**src/rtl/reset_sequencer.sv**
```systemverilog
// Releases downstream reset domains in ascending order, each after a fixed gap, then waits for that domain's ready with a timeout.
// Latency: the first release comes RELEASE_GAP edges after GAP entry; each later release comes RELEASE_GAP edges after the previous ack. All outputs are registered.
// Backpressure: a missing domain ready stalls the sequence until ACK_TIMEOUT, then the block latches an error; a soft request unwinds the domains in reverse order.
module reset_sequencer #(
    parameter int NUM_DOMAINS = 4,
    parameter int RELEASE_GAP = 16,
    parameter int ACK_TIMEOUT = 1024,
    parameter int CNT_W       = 16
) (
    input  logic                   iClock,
    input  logic                   iReset,
    input  logic                   iPorReset,
    input  logic                   iSoftReq,
    input  logic [NUM_DOMAINS-1:0] iDomainReady,
    output logic [NUM_DOMAINS-1:0] oDomainReset,
    output logic                   oBusy,
    output logic                   oDone,
    output logic                   oTimeoutErr,
    output logic [3:0]             oFailIdx
);

    typedef enum logic [2:0] {
        S_HOLD,
        S_GAP,
        S_WAIT,
        S_DONE,
        S_ERROR,
        S_SHUT
    } state_t;

    localparam logic [CNT_W-1:0] GAP_LAST = CNT_W'(RELEASE_GAP - 1);
    localparam logic [CNT_W-1:0] TO_LAST  = CNT_W'(ACK_TIMEOUT - 1);
    localparam logic [3:0]       IDX_LAST = 4'(NUM_DOMAINS - 1);

    state_t                 state, stateNext;
    logic [3:0]             idx, idxNext;
    logic [3:0]             ptr, ptrNext;
    logic [CNT_W-1:0]       cnt, cntNext;
    logic [NUM_DOMAINS-1:0] rstNext;
    logic                   errNext;
    logic [3:0]             failNext;
    logic                   readySel;

    // Loop-based select keeps the 4-bit index legal for any NUM_DOMAINS.
    always_comb begin
        readySel = 1'b0;
        for (int k = 0; k < NUM_DOMAINS; k++) begin
            if (idx == 4'(k)) readySel = iDomainReady[k];
        end
    end

    always_comb begin
        stateNext = state;
        idxNext   = idx;
        ptrNext   = ptr;
        cntNext   = cnt;
        rstNext   = oDomainReset;
        errNext   = oTimeoutErr;
        failNext  = oFailIdx;

        if (iPorReset) begin
            stateNext = S_HOLD;
            rstNext   = '1;
            idxNext   = '0;
            cntNext   = '0;
        end else begin
            case (state)
                S_HOLD: begin
                    stateNext = S_GAP;
                    rstNext   = '1;
                    idxNext   = '0;
                    cntNext   = '0;
                    errNext   = 1'b0;
                    failNext  = '0;
                end
                S_GAP: begin
                    if (iSoftReq) begin
                        if (idx == 4'd0) begin
                            stateNext = S_HOLD;
                            rstNext   = '1;
                        end else begin
                            stateNext = S_SHUT;
                            ptrNext   = idx - 4'd1;
                        end
                    end else if (cnt == GAP_LAST) begin
                        for (int k = 0; k < NUM_DOMAINS; k++) begin
                            if (idx == 4'(k)) rstNext[k] = 1'b0;
                        end
                        cntNext   = '0;
                        stateNext = S_WAIT;
                    end else begin
                        cntNext = cnt + CNT_W'(1);
                    end
                end
                S_WAIT: begin
                    if (iSoftReq) begin
                        stateNext = S_SHUT;
                        ptrNext   = idx;
                    end else begin
                        cntNext = cnt + CNT_W'(1);
                        if (readySel) begin
                            if (idx == IDX_LAST) begin
                                stateNext = S_DONE;
                            end else begin
                                idxNext   = idx + 4'd1;
                                cntNext   = '0;
                                stateNext = S_GAP;
                            end
                        end else if (cnt == TO_LAST) begin
                            stateNext = S_ERROR;
                            errNext   = 1'b1;
                            failNext  = idx;
                            rstNext   = '1;
                        end
                    end
                end
                S_DONE: begin
                    if (iSoftReq) begin
                        stateNext = S_SHUT;
                        ptrNext   = IDX_LAST;
                    end
                end
                S_ERROR: begin
                    if (iSoftReq) stateNext = S_HOLD;
                end
                S_SHUT: begin
                    for (int k = 0; k < NUM_DOMAINS; k++) begin
                        if (ptr == 4'(k)) rstNext[k] = 1'b1;
                    end
                    if (ptr == 4'd0) stateNext = S_HOLD;
                    else             ptrNext   = ptr - 4'd1;
                end
                default: begin
                    stateNext = S_HOLD;
                    rstNext   = '1;
                    idxNext   = '0;
                    cntNext   = '0;
                end
            endcase
        end
    end

    always_ff @(posedge iClock) begin
        if (iReset) begin
            state        <= S_HOLD;
            idx          <= '0;
            ptr          <= '0;
            cnt          <= '0;
            oDomainReset <= '1;
            oBusy        <= 1'b1;
            oDone        <= 1'b0;
            oTimeoutErr  <= 1'b0;
            oFailIdx     <= '0;
        end else begin
            state        <= stateNext;
            idx          <= idxNext;
            ptr          <= ptrNext;
            cnt          <= cntNext;
            oDomainReset <= rstNext;
            oBusy        <= !(stateNext == S_DONE || stateNext == S_ERROR);
            oDone        <= (stateNext == S_DONE);
            oTimeoutErr  <= errNext;
            oFailIdx     <= failNext;
        end
    end

endmodule

```
**config.mk**
```make
export PLATFORM = sky130hd
export DESIGN_NAME = reset_sequencer
export DESIGN_NICKNAME = d
export VERILOG_FILES = /design/src/rtl/reset_sequencer.sv
export SDC_FILE = /design/constraint.sdc
export NUM_CORES = 1
export LEC_CHECK = 0
export BUFFER_PORTS_ARGS = -buffer_cell sky130_fd_sc_hd__buf_4
export CORE_ASPECT_RATIO = 0.5
export CORE_MARGIN = 2
export CORE_UTILIZATION = 25
export CTS_BUF_LIST = sky130_fd_sc_hd__clkbuf_8 sky130_fd_sc_hd__clkbuf_16
export CTS_CLUSTER_DIAMETER = 100
export DETAILED_ROUTE_END_ITERATION = 8
export PLACE_DENSITY = 0.47
export SETUP_SLACK_MARGIN = 0.3
export SLEW_MARGIN = 20
export SYNTH_ARGS = -nofsm -noshare
export SYNTH_HDL_FRONTEND = slang
export SYNTH_SLANG_ARGS = --single-unit
```
**constraint.sdc**
```tcl
create_clock -name iClock -period 5.1 [get_ports iClock]
set_clock_uncertainty 0.15 [all_clocks]
set_input_delay 0.51 -clock iClock [delete_from_list [all_inputs] [get_ports iClock]]
set_output_delay 0.51 -clock iClock [all_outputs]
set_load 0.005 [all_outputs]
```
# --- Yosys cells after proc, flatten, opt, wreduce, memory -nomap -nowiden ---
# Index checks and enable logic that the tools add are counted.
totals:
  register_bits: 38
  input_bits: 8
  out_inout_bits: 11
  wordCells: 130
op_classes:
  n_addsub: 4
  eq_ne: 36
  mux: 55
  n_bitwise: 4
  reduce_logical: 19
op_table:
  columns: ["operator", "n"]
  rows:
  - ["16-bit two-way mux", 5]
  - ["4-bit two-way mux", 17]
  - ["16-bit one-hot mux with 3 select lines", 1]
  - ["2-bit != test, second input constant", 16]
  - ["4-bit one-hot mux with 4 select lines", 2]
  - ["3-bit two-way mux", 10]
  - ["8-bit AND reduction", 3]
  - ["3-bit one-hot mux with 6 select lines", 1]
  - ["16-bit by 1-bit adder with 16-bit output, second input constant", 1]
  - ["16-bit by 10-bit equality test with 1-bit output, second input constant", 1]
  - ["16-bit by 4-bit equality test with 1-bit output, second input constant", 1]
  - ["4-bit by 2-bit equality test with 1-bit output, second input constant", 4]
  - ["4-bit one-hot mux with 2 select lines", 2]
  - ["1-bit two-way mux", 15]
  - ["3-bit != test, second input constant", 5]
  - ["7-bit AND reduction", 2]
  - ["3-bit by 2-bit equality test with 1-bit output, second input constant", 3]
  - ["3-bit equality test, second input constant", 3]
  - ["4-bit by 1-bit equality test with 1-bit output, second input constant", 2]
  - ["4-bit zero test", 2]
  - ["4-bit by 1-bit subtractor with 4-bit output, second input constant", 2]
  - ["5-bit AND reduction", 1]
  - ["4-bit by 1-bit adder with 4-bit output, second input constant", 1]
  - ["1-bit inverter", 4]
  - ["13 further kinds", 14]

# --- Depth between registers and ports, before layout ---
# Gate-level depths: netlist of run 1.
depth:
  ltp_word: 12
  depth_mapped: 9

# --- Worst setup path before layout of run 1 ---
# OpenSTA, ideal clock, no wires.
synth_path:
  path_type: "register to register"
  startpoint: "reg idx[0]"
  endpoint: "reg ptr[1]"
  setup_time_ps: 121
  t_arrival_ps: 2276
  required_time_ps: 4829
  setup_slack_ps: 2552
  stages_incl_launch_ff: 9
  path_buffers: 1
  period_less_slack_ps: 2548
  cell_sequence: "dfxtp_1 -> inv_1 -> ha_1 -> or3b_2 -> a221oi_1 -> and3_1 -> clkbuf_1 -> a211o_4 -> mux2_4"
synth_between:
  elab_chain_len: 4
synth_lines:
  columns: ["item", "line", "rtl"]
  rows:
  - ["from (decl)", "36", "logic [3:0] idx, idxNext;"]
  - ["from (signal assigned)", "156", "idx <= idxNext;"]
  - ["4-bit by 1-bit subtractor with 4-bit output", "83", "ptrNext = idx - 4'd1;"]
  - ["4-bit two-way mux", "78", "if (idx == 4'd0) begin"]
  - ["4-bit two-way mux", "77", "if (iSoftReq) begin"]
  - ["4-bit one-hot mux with 4 select lines", "67", "case (state)"]
  - ["to (signal assigned)", "157", "ptr <= ptrNext;"]
  - ["to (decl)", "37", "logic [3:0] ptr, ptrNext;"]
# Several ways; a longest one is shown, not always the timed one. The select of a mux whose other input is x is not followed.
# A chain may end at the register's enable or synchronous reset.

# --- Worst setup path after layout of run 1 ---
layout_path:
  startpoint: "reg idx[0]"
  endpoint: "reg oDomainReset[2]"
layout_between:
  elab_chain_len: 7
layout_lines:
  columns: ["item", "line", "rtl"]
  rows:
  - ["4-bit zero test", "48, 78", null]
  - ["1-bit two-way mux (4 in a row)", "48", "if (idx == 4'(k)) readySel = iDomainReady[k];"]
  - ["2-bit != test (no line)", null, null]
  - ["8-bit AND reduction (no line) *", null, null]
  - ["to (signal assigned)", "159", "oDomainReset <= rstNext;"]
  - ["to (decl)", "15", "output logic [NUM_DOMAINS-1:0] oDomainReset,"]
# Mark *: on every way between the ends. The rest lies on a longest branch, timed or not.

==> tab_implementation.tex, run 1 <==
\begin{tabular}{lr}
\hline
Metric & Value \\
\hline
\multicolumn{2}{l}{\textbf{Place}} \\
\quad Placed wire-length estimate & 4500 um \\
\quad Post-placement cell area & 2570 um\^{}2 \\
\quad Buffers on Ports & 18 \\
\quad Last weighted congestion value of the routability-driven placer & 0.869 \\
\multicolumn{2}{l}{\textbf{Timing}} \\
\quad Period utilisation layout & 57.3\% \\
\quad Clock period minus final worst setup slack & 2920 ps \\
\quad Measured slew at the worst slew-check pin & 763 ps \\
\quad Maximum clock frequency & 0.342 GHz \\
\quad Worst hold slack & 314 ps \\
\quad Setup violation total in the final timing report & 0 \\
\quad Max Transition Viols Final & 0 \\
\quad Final hold vios & 0 \\
\quad Slew Limit Headroom & 49.1\% \\
\quad Sum of negative setup slack & 0 ps \\
\quad Setup repair after global routing missed its margin & false \\
\multicolumn{2}{l}{\textbf{Critical path}} \\
\quad Arr. time, crit path & 2890 ps \\
\quad Delay of the slowest cell on the worst path & 650 ps \\
\quad Worst-path cell chain & inv\_1, ha\_1, a21oi\_1, a211oi\_4, nor4\_1, o211ai\_1, o31ai\_1, o311ai\_0 \\
\quad Sort of element at the start of the critical path & flip-flop \\
\quad Setup Crit Path Kind & reg -> reg \\
\quad CP Max Fanout & 7 \\
\quad Worst endpoint required time & 5060 ps \\
\quad Endpoint kind of the worst setup timing path & flip-flop \\
\quad Highest-delay cell along the critical path & nor4\_1 \\
\multicolumn{2}{l}{\textbf{Pwr}} \\
\quad Leakage & 0.000981 uW \\
\quad Total Power Consumption & 745 uW \\
\quad Power Dens Cells & 270 nW/um\^{}2 \\
\quad Maximum VDD drop & 99.2 uV \\
\multicolumn{2}{l}{\textbf{Synthesis}} \\
\quad Most used DFF post-synth & dfxtp\_1 \\
\quad Average cell area after synthesis & 8.37 um\^{}2 \\
\quad Count of distinct cell types in the synthesized netlist & 58 \\
\quad Cells after synthesis & 278 \\
\quad Area share of the largest cell type after synthesis & 32.7\% \\
\quad Biggest area consumer among synthesized cells & dfxtp\_1 \\
\quad EDFF count, synth & 0 \\
\quad Total of flip-flops plus latches after synthesis & 38 \\
\quad Number of warnings reported in the yosys synthesis log & 0 \\
\quad Most area-consuming cells after synthesis & dfxtp\_1 (33\%), ha\_1 (5.9\%), nor2\_1 (5.3\%) \\
\quad Post-Synthesis Cell Area & 2330 um\^{}2 \\
\quad Async set-reset flop share out of synthesis & 0\% \\
\quad Sequential cell area fraction in the yosys report & 32.7\% \\
\quad Post-Synthesis Net Count & 297 \\
\multicolumn{2}{l}{\textbf{Detailed routing}} \\
\quad Average vias per placed instance & 5.05 \\
\quad Antenna-violating nets left & 0 \\
\quad Average wire per standard cell & 14.4 um \\
\quad Iteration-0 DRC Markers & 157 \\
\quad Total length of routed wires & 5920 um \\
\quad Vias after detailed routing & 2075 \\
\quad Detailed Routing Iterations Pass 1 & 4 \\
\quad DRC violations left & 0 \\
\multicolumn{2}{l}{\textbf{Floorplanning}} \\
\quad Starting density of the core & 26.3\% \\
\quad Die outline area & 10100 um\^{}2 \\
\quad Number of top-level pins & 19 \\
\quad Core area & 8860 um\^{}2 \\
\quad Vertical extent of the die & 72.2 um \\
\quad Site row count & 24 \\
\quad DIE WIDTH & 140 um \\
\multicolumn{2}{l}{\textbf{CTS}} \\
\quad TritonCTS clock tree & done \\
\quad Number of buffers inserted by hold repair at cts & 0 \\
\quad Clock insertion delay at the later pin of the skew report & 290 ps \\
\quad Master cell of the clock root buffer & clkbuf\_16 \\
\quad Bufs on Longest Clock Path & 2 \\
\quad Register clock-pin slew on the reported worst setup and hold paths & 60 ps \\
\quad Post-CTS sizing & 0 \\
\quad Sinks on Clock Net & 38 \\
\quad Clock buffers created by TritonCTS & 5 \\
\quad Buffers inserted by post-CTS timing repair & 0 \\
\quad H-tree levels & 2 \\
\multicolumn{2}{l}{\textbf{Cells and area}} \\
\quad Post-synthesis to final-layout area growth & 18.8\% \\
\quad Post-route cell area & 2760 um\^{}2 \\
\quad ANT cells & 0 \\
\quad Layout Utilization & 31.2\% \\
\quad Final net count & 312 \\
\quad Fraction of layout cells with a size suffix above 1 & 15.6\% \\
\multicolumn{2}{l}{\textbf{Global route}} \\
\quad Wire length of the first global-routing pass & 10100 um \\
\quad GR Overflow Total & 0 \\
\quad GR Util met3 & 3.43\% \\
\quad Total routing usage reported by global routing & 12.7\% \\
\quad Grt peak-use layer & met2 \\
\quad Number of antenna violations at the first check in global routing & 0 \\
\quad Pin count of the biggest net entering global routing & 25 \\
\quad Global routing usage on met1 & 17.1\% \\
\quad GRT met2 Usage & 19.8\% \\
\quad Vias in the first global route & 2004 \\
\multicolumn{2}{l}{\textbf{Job}} \\
\quad Max Cap Violations & 0 \\
\multicolumn{2}{l}{\textbf{Min path}} \\
\quad Worst min-delay path category & in -> reg \\
\multicolumn{2}{l}{\textbf{Run status}} \\
\quad Outcome & finished, final reports clean \\
\hline
\end{tabular}
==> placed cells by master (no fill, tap or decap), types with 6 or more instances in the layout <==
| master | n |
|---|---|
| o21ai_0 | 8 |
| nand3_1 | 8 |
| nand4_1 | 6 |
| nand2b_1 | 6 |
| dfxtp_1 | 38 |
| xnor2_1 | 8 |
| buf_4 | 18 |
| or3_1 | 6 |
| nor2_1 | 33 |
| nor3_1 | 11 |
| inv_1 | 13 |
| nand2_1 | 19 |
| ha_1 | 11 |
| a21oi_1 | 21 |
==> registers in the layout, indices dropped and copies added (netlist names) <==
signal	count
cnt	16
idx	4
oBusy	1
oDomainReset	4
oDone	1
oFailIdx	4
oTimeoutErr	1
ptr	4
state	3
==> stage by stage <==
stage / setup WS (ps) / instances
finish: 2180 / 411
global route: 1840 / 411
CTS: 2170 / 411
detailed placement: 2180 / 403
global placement: 2160 / 403
floorplan: 2550 / 278
==> critical path: cells and delay by family, from the launching register on <==
kind | cells | cell delay [ps]
fa+ha+maj | 1 | 270
buf+inv | 1 | 180
flops | 1 | 450
simple gates | 1 | 650
compound gates | 5 | 1040
==> worst paths after layout <==
path | slack (ps) | depth (start not counted) | from | end
setup / recovery | 2180 | 8 | idx[0] | oDomainReset[2]
hold / removal | 310 | 2 | iReset | ptr[0]
setup reg to reg | 2180 | 8 | idx[0] | oDomainReset[2]
hold reg to reg | 320 | 1 | oTimeoutErr | oTimeoutErr
==> final cells by class <==
cell class,instances,area (um^2)
Fill cell,915,6100
Multi-Input combinational cell,216,1470
Sequential cell,38,761
Tap cell,117,146
Timing Repair Buffer,18,135
Clock buffer,5,125
Clock inverter,3,68.8
Inverter,14,52.6
==> kinds of logic after synthesis <==
kind of cell    share of synthesized area, %
compound gates                          21.1
xor+xnor                                4.52
fa+ha+maj                               6.35
buf+inv                                 3.93
flops                                   32.7
mux                                     3.44
simple gates                            27.9
==> synthesized netlist by cell type (all sizes together), types with 3 or more instances <==
library cell,n
a211oi,3
a21o,4
a21oi,21
a22o,4
a31oi,3
and3,3
clkbuf,8
dfxtp,38
ha,11
inv,14
mux2i,5
nand2,19
nand2b,6
nand3,8
nand3b,3
nand4,7
nor2,33
nor2b,3
nor3,12
nor4,3
o21ai,9
o311ai,5
o31ai,5
or3,7
xnor2,8
xor2,4
==> routing by layer <==
layer | part of all wire [%] | wire length, um | vias up
li1 | - | - | 1042
met1 | 50 | 2970 | 980
met2 | 43 | 2550 | 45
met3 | 5.3 | 315 | 8
met4 | 1.5 | 87 | 0
met5 | 0 | 0 | -
==> power by group <==
group	internal (uW)	total, uW	leakage (uW)	switching (uW)
logic	11.4	31.3	0.000580	19.9
registers	298	300	0.000306	2.37
clock network	281	414	0.0000940	133
total	590	745	0.000981	155
Power figures use the tool's default switching activity.
==> inputs of run 2 (changes only) <==
ABC_AREA = 1   (was default)
PLACE_DENSITY = 0.48   (was 0.47)
clock period = 2.4 ns   (was 5.1 ns; I/O delays follow)
==> run 2 against run 1 <==
Routed wire length increased by 12%. Global-route usage rose by 0.26 points. Cell count increased by 30%. Critical path type unchanged. Largest power group unchanged. Highest routed layer unchanged.
==> tab_implementation.tex, run 2 <==
\begin{tabular}{lr}
\hline
Metric & Value \\
\hline
\multicolumn{2}{l}{\textbf{Run status}} \\
\quad Outcome & finished, final reports clean \\
\multicolumn{2}{l}{\textbf{Cells and area}} \\
\quad Most common cell after layout, fill and taps aside & nand2\_1 \\
\quad Most used cells in the layout excluding fill and tap cells & nand2\_1 (83), nor2\_1 (46), dfxtp\_1 (37) \\
\quad Layout filler cell count & 1073 \\
\quad Post-synthesis to final-layout area growth & 20.0\% \\
\quad Final net count & 419 \\
\quad Fraction of layout cells with a size suffix above 1 & 16.7\% \\
\quad ANT cells & 0 \\
\quad Non-Filler Instances & 536 \\
\quad Register name with the most flops & cnt \\
\quad Flip-flop count of the largest register, all copies and words added & 16 \\
\multicolumn{2}{l}{\textbf{Timing}} \\
\quad Period utilisation layout & 79.5\% \\
\quad Setup repair after global routing missed its margin & false \\
\quad Max Transition Viols Final & 0 \\
\quad Sum of negative setup slack & 0 ps \\
\quad Final hold vios & 0 \\
\quad Measured slew at the worst slew-check pin & 542 ps \\
\quad Slew Limit Headroom & 63.7\% \\
\quad Maximum clock frequency & 0.524 GHz \\
\quad Setup violation total in the final timing report & 0 \\
\quad Clock period minus final worst setup slack & 1910 ps \\
\multicolumn{2}{l}{\textbf{CTS}} \\
\quad H-tree levels & 2 \\
\quad Clock insertion delay at the later pin of the skew report & 290 ps \\
\quad Sinks on Clock Net & 38 \\
\quad Register clock-pin slew on the reported worst setup and hold paths & 60 ps \\
\quad Bufs on Longest Clock Path & 2 \\
\quad Master cell of the clock root buffer & clkbuf\_16 \\
\quad Number of buffers inserted by hold repair at cts & 0 \\
\quad TritonCTS clock tree & done \\
\quad Clock buffers created by TritonCTS & 5 \\
\multicolumn{2}{l}{\textbf{Critical path}} \\
\quad Setup Crit Path Kind & reg -> reg \\
\quad Endpoint kind of the worst setup timing path & flip-flop \\
\quad Arr. time, crit path & 1980 ps \\
\quad Worst endpoint required time & 2470 ps \\
\quad Sort of element at the start of the critical path & flip-flop \\
\quad Crit. Startpoint & idx[0] \\
\quad Launching point of the worst reg2reg path & idx[0] \\
\quad CP Max Fanout & 13 \\
\multicolumn{2}{l}{\textbf{Global route}} \\
\quad Pin count of the biggest net entering global routing & 18 \\
\quad Total routing usage reported by global routing & 12.9\% \\
\quad Wire length of the first global-routing pass & 11100 um \\
\quad GR Overflow Total & 0 \\
\quad Number of antenna violations at the first check in global routing & 0 \\
\quad Vias in the first global route & 2257 \\
\multicolumn{2}{l}{\textbf{Synthesis}} \\
\quad Cell with the most instances after synthesis & nand2\_1 \\
\quad Average cell area after synthesis & 6.63 um\^{}2 \\
\quad EDFF count, synth & 0 \\
\quad Post-Synthesis Cell Area & 2500 um\^{}2 \\
\quad Async set-reset flop share out of synthesis & 0\% \\
\quad Post-Synthesis Net Count & 396 \\
\quad Most area-consuming cells after synthesis & dfxtp\_1 (30\%), nand2\_1 (13\%), a21oi\_1 (7.2\%) \\
\quad Biggest area consumer among synthesized cells & dfxtp\_1 \\
\quad Most used DFF post-synth & dfxtp\_1 \\
\quad Area share of the largest cell type after synthesis & 30.4\% \\
\quad Sequential cell area fraction in the yosys report & 30.4\% \\
\quad List of most frequent post-synthesis cells & nand2\_1 (84), nor2\_1 (46), dfxtp\_1 (38) \\
\quad Total of flip-flops plus latches after synthesis & 38 \\
\quad Count of distinct cell types in the synthesized netlist & 41 \\
\quad Cells after synthesis & 377 \\
\quad Number of warnings reported in the yosys synthesis log & 0 \\
\multicolumn{2}{l}{\textbf{Place}} \\
\quad Last weighted congestion value of the routability-driven placer & 0.836 \\
\quad Buffers on Ports & 18 \\
\quad Placed wire-length estimate & 5050 um \\
\quad Placed cell count & 526 \\
\multicolumn{2}{l}{\textbf{Pwr}} \\
\quad Power Dens Cells & 559 nW/um\^{}2 \\
\quad Maximum VDD drop & 231 uV \\
\quad Leakage & 0.00128 uW \\
\quad Total Power Consumption & 1680 uW \\
\multicolumn{2}{l}{\textbf{Floorplanning}} \\
\quad DIE WIDTH & 145 um \\
\quad Die outline area & 10900 um\^{}2 \\
\quad Core area & 9570 um\^{}2 \\
\quad Vertical extent of the die & 74.7 um \\
\quad Number of top-level pins & 19 \\
\quad Starting density of the core & 26.1\% \\
\quad Site row count & 25 \\
\multicolumn{2}{l}{\textbf{Detailed routing}} \\
\quad Average wire per standard cell & 12.4 um \\
\quad Total length of routed wires & 6640 um \\
\quad Detailed Routing Iterations Pass 1 & 4 \\
\quad Iteration-0 DRC Markers & 174 \\
\quad Vias after detailed routing & 2427 \\
\quad Average vias per placed instance & 4.53 \\
\quad Antenna-violating nets left & 0 \\
\quad DRC violations left & 0 \\
\multicolumn{2}{l}{\textbf{Min path}} \\
\quad Startpoint of the worst hold path & iReset \\
\quad Worst min-delay path category & in -> reg \\
\multicolumn{2}{l}{\textbf{Job}} \\
\quad Max Cap Violations & 0 \\
\hline
\end{tabular}
[run 2: changes by cell type after synthesis, moves of 6 or more]
| cell | change |
|---|---|
| nand2_2 | +8 |
| a21oi_1 | +15 |
| clkbuf_1 | -6 |
| nand2_1 | +65 |
| nand2b_1 | -6 |
| nand4_1 | +6 |
| inv_1 | +24 |
| or3_1 | -6 |
| nor2_1 | +13 |
| nand3_1 | +24 |
| xnor2_1 | -8 |
[run 2: critical path, cell delays in order (launching register included)]
cell     delay, ps
dfxtp_2        380
inv_1          110
ha_1           250
nand3_1         90
nand3_1         80
nand2_2        100
nand2_2         90
nand2_4        170
nand2_2         90
or2_1          210
a21oi_1        110
[run 2: kinds of logic after synthesis]
kind of cell,Yosys count,synth area share [%]
fa+ha+maj,11,5.51
compound gates,64,14.4
buf+inv,50,8.46
simple gates,210,39.8
flops,38,30.4
xor+xnor,4,1.40
[run 2: timing repair]
action	CTS	global route
pin swaps	0	1
resized for setup	1	4
setup endpoints to repair	1	9
setup buffers	0	2
[run 2: cell type report]
| type | count | area (um^2) | share of cell area (%) |
|---|---|---|---|
| clock buffer | 6 | 139 | 4.63 |
| clock inverter | 2 | 60.1 | 2.00 |
| inverter | 44 | 165 | 5.50 |
| multi-input combinational | 289 | 1540 | 51.3 |
| sequential | 38 | 762 | 25.4 |
| tap | 135 | 169 | 5.63 |
| timing repair buffer | 22 | 165 | 5.50 |
[run 2: worst paths after layout]
check / to / slack [ps] / depth (start not counted)
setup reg to reg: cnt[11] / 490 / 10
hold / removal: oFailIdx[0] / 70 / 2
hold reg to reg: oDomainReset[1] / 310 / 2
setup / recovery: cnt[11] / 490 / 10
[run 2: through the flow]
stage               instance area (um^2)  util (%)  hold WS [ps]  worst slack (ps)
floorplan                           2500         -           276               694
global placement                    2770      29.0           299               368
detailed placement                  2770      29.0           302               309
CTS                                 2980      31.1          67.1               395
global route                        3000      31.3          69.7               311
finish                              3000      31.3          74.1               491
[run 2: per-layer routing]
| layer | GRT usage, % | wire length, um | share of wire (%) |
|---|---|---|---|
| met1 | 16.8 | 3370 | 51 |
| met2 | 21.3 | 2910 | 44 |
| met3 | 3.27 | 257 | 3.9 |
| met4 | 4.58 | 104 | 1.6 |
| met5 | 0 | 0 | 0 |
[run 2: where the power goes]
| part | internal (uW) | leakage, uW | switching [uW] |
|---|---|---|---|
| registers | 639 | 0.000308 | 8.26 |
| clock network | 624 | 0.0000971 | 273 |
| logic | 45.6 | 0.000877 | 87.7 |
| total | 1310 | 0.00128 | 369 |
==> inputs of run 3 (changes only) <==
clock period = 1.66 ns   (was 2.4 ns; I/O delays follow)
==> run 3 against run 2 <==
The flow now finishes with violations (setup timing). Core utilization increased by 12 points. Power grew 40%. Largest cell class unchanged. Non-clock buffer count rose by 81. Highest routed layer unchanged. Critical path type unchanged. Critical endpoint is now cnt[10].
==> tab_implementation.tex, run 3 (same netlist as run 2, synthesis figures left out) <==
\begin{tabular}{lr}
\hline
Metric & Value \\
\hline
\multicolumn{2}{l}{\textbf{Run status}} \\
\quad Outcome & finished, violations left \\
\quad Failing checks & setup timing \\
\multicolumn{2}{l}{\textbf{Min path}} \\
\quad Startpoint of the worst hold path & iReset \\
\quad Worst min-delay path category & in -> reg \\
\quad Number of cells traversed by the worst hold path & 4 \\
\quad Hold Path End & ptr[2] \\
\multicolumn{2}{l}{\textbf{Cells and area}} \\
\quad Post-synthesis to final-layout area growth & 66.1\% \\
\quad Flip-flop count of the largest register, all copies and words added & 16 \\
\quad Most used cells in the layout excluding fill and tap cells & buf\_4 (88), nand2\_1 (68), a21oi\_1 (30) \\
\quad Non-Filler Instances & 618 \\
\quad Register name with the most flops & cnt \\
\quad Final net count & 501 \\
\quad Layout filler cell count & 952 \\
\quad Post-route cell area & 4150 um\^{}2 \\
\quad ANT cells & 0 \\
\quad Fraction of layout cells with a size suffix above 1 & 49.5\% \\
\quad Most common cell after layout, fill and taps aside & buf\_4 \\
\multicolumn{2}{l}{\textbf{Timing}} \\
\quad Worst setup margin & -40.5 ps \\
\quad Maximum clock frequency & 0.588 GHz \\
\quad Period utilisation layout & 102\% \\
\quad Max Transition Viols Final & 0 \\
\quad Setup repair after global routing missed its margin & true \\
\quad Measured slew at the worst slew-check pin & 352 ps \\
\quad Final hold vios & 0 \\
\quad Setup violation total in the final timing report & 6 \\
\quad Slew Limit Headroom & 76.5\% \\
\quad Clock period minus final worst setup slack & 1700 ps \\
\multicolumn{2}{l}{\textbf{Pwr}} \\
\quad Relative contribution of sequential cells to total power & 39.7\% \\
\quad Comb power frac & 12.7\% \\
\quad Maximum VDD drop & 446 uV \\
\quad Leakage & 0.00179 uW \\
\quad Power Dens Cells & 564 nW/um\^{}2 \\
\quad Relative contribution of the clock network to total power & 47.6\% \\
\quad Internal portion of total power & 1750 uW \\
\quad Switching Fraction & 25.3\% \\
\quad Net load switching power & 593 uW \\
\multicolumn{2}{l}{\textbf{CTS}} \\
\quad Master cell of the clock root buffer & clkbuf\_16 \\
\quad H-tree levels & 2 \\
\quad Bufs on Longest Clock Path & 2 \\
\quad TritonCTS clock tree & done \\
\quad Clock insertion delay at the later pin of the skew report & 290 ps \\
\quad Sinks on Clock Net & 38 \\
\quad Clock buffers created by TritonCTS & 5 \\
\quad Register clock-pin slew on the reported worst setup and hold paths & 60 ps \\
\multicolumn{2}{l}{\textbf{Critical path}} \\
\quad Arr. time, crit path & 1720 ps \\
\quad Flop2flop setup slack & -40 ps \\
\quad Sort of element at the start of the critical path & flip-flop \\
\quad Endpoint kind of the worst setup timing path & flip-flop \\
\quad Endpoint of the most critical register-to-register path & cnt[10] \\
\quad Worst-case reg-to-reg path depth & 11 \\
\quad Worst endpoint required time & 1680 ps \\
\quad Highest-delay cell along the critical path & dfxtp\_4 \\
\quad Worst path most repeated cell & nand2\_4 \\
\quad Bufs and invs on worst path & 2 \\
\quad Cell count along the critical path & 11 \\
\quad CP Max Fanout & 7 \\
\quad Worst-path cell chain & inv\_6, ha\_4, nor2\_4, nand3\_2, nand3\_2, nand2\_4, nand2\_4, nand2\_4, buf\_8, o211ai\_1, a21oi\_1 \\
\quad Delay of the slowest cell on the worst path & 400 ps \\
\quad Launching point of the worst reg2reg path & idx[1] \\
\quad Largest delay share family, worst path & simple AND/OR/NAND/NOR gates \\
\quad Crit. Startpoint & idx[1] \\
\quad Setup Crit Path Kind & reg -> reg \\
\multicolumn{2}{l}{\textbf{Detailed routing}} \\
\quad DRC violations left & 0 \\
\quad Average wire per standard cell & 12.6 um \\
\quad Total length of routed wires & 7770 um \\
\quad Average vias per placed instance & 4.50 \\
\quad Detailed Routing Iterations Pass 1 & 4 \\
\quad Vias after detailed routing & 2780 \\
\quad Iteration-0 DRC Markers & 140 \\
\quad Antenna-violating nets left & 0 \\
\multicolumn{2}{l}{\textbf{Job}} \\
\quad Max Cap Violations & 0 \\
\multicolumn{2}{l}{\textbf{Global route}} \\
\quad Wire length of the first global-routing pass & 12700 um \\
\quad Vias in the first global route & 2680 \\
\quad GR Overflow Total & 0 \\
\quad Total routing usage reported by global routing & 14.9\% \\
\quad Number of antenna violations at the first check in global routing & 0 \\
\quad Pin count of the biggest net entering global routing & 18 \\
\multicolumn{2}{l}{\textbf{Place}} \\
\quad Last weighted congestion value of the routability-driven placer & 0.805 \\
\quad Buffers on Ports & 18 \\
\quad Placed cell count & 593 \\
\quad Placed wire-length estimate & 5580 um \\
\quad Post-placement cell area & 3460 um\^{}2 \\
\multicolumn{2}{l}{\textbf{Floorplanning}} \\
\quad Core area & 9570 um\^{}2 \\
\quad DIE WIDTH & 145 um \\
\quad Die outline area & 10900 um\^{}2 \\
\quad Starting density of the core & 26.1\% \\
\quad Vertical extent of the die & 74.7 um \\
\quad Site row count & 25 \\
\quad Number of top-level pins & 19 \\
\hline
\end{tabular}
run 3: changes by cell type in the layout (fill, tap and decap cells not counted), moves of 9 or more:
cell     change
buf_4       +66
nor2_1      -18
nand2_1     -15
inv_1       -13
dfxtp_1     -12
nand3_1     -11
nor2_2      +11
buf_6       +10
nand2_2      +9
run 3: worst max-delay path by stage:
| stage | end | slack [ps] |
|---|---|---|
| global route | oDomainReset[2] | -110 |
| CTS | oBusy | -30 |
| global placement | oFailIdx[3] | -100 |
| finish | cnt[10] | -40 |
| floorplan | oDomainReset[1] | 70 |
| detailed placement | oFailIdx[2] | -150 |
run 3: power groups by stage:
stage,sequential [uW],clock (uW),combinational [uW]
after floorplan,951,0,151
after global placement,950,0,255
after detailed placement,950,0,252
after CTS,929,1140,283
after global routing,931,1180,326
final,930,1110,298
run 3: area by class of cell:
type | instances | area (um^2) | area share (%)
clock buffers | 5 | 125 | 3.01
flip-flops and latches | 38 | 790 | 19.0
clock inverters | 3 | 41.3 | 0.995
multi-input cells | 290 | 1980 | 47.6
well taps | 135 | 169 | 4.07
repair buffers | 103 | 853 | 20.6
inverters | 44 | 195 | 4.70
run 3: worst register-to-register path, stage by stage (launching register included):
cell	delay (ps)
dfxtp_4	400
inv_6	50
ha_4	170
nor2_4	70
nand3_2	60
nand3_2	90
nand2_4	80
nand2_4	100
nand2_4	80
buf_8	150
o211ai_1	100
a21oi_1	90
run 3: routing by layer:
layer	GRT usage (%)	vias up	wire, um
li1	-	1456	-
met3	3.27	7	242
met2	26.6	25	3730
met4	4.79	0	89
met5	0	-	0
met1	18.3	1292	3700
run 3: metrics by stage:
stage	hold WS (ps)	TNS, ps	power [uW]	utilization (%)	worst slack [ps]
4_1_cts	24.1	-95.9	2350	41.2	-30.7
3_5_place_dp	279	-1390	1200	36.2	-155
5_1_grt	40.9	-1910	2440	43.4	-113
3_3_place_gp	273	-1070	1210	36.2	-100
6_report	15.9	-122	2340	43.4	-40.5
2_1_floorplan	202	0	1100	-	66.5
run 3: repair_timing:
| action | 4_1_cts | 5_1_grt |
|---|---|---|
| hold buffers | 1 | 0 |
| buffers inserted | 9 | 6 |
| setup endpoints to repair | 38 | 38 |
| gates cloned | 1 | 0 |
| resized for setup | 61 | 45 |
| pin swaps | 19 | 19 |
| hold endpoints to repair | 8 | 0 |
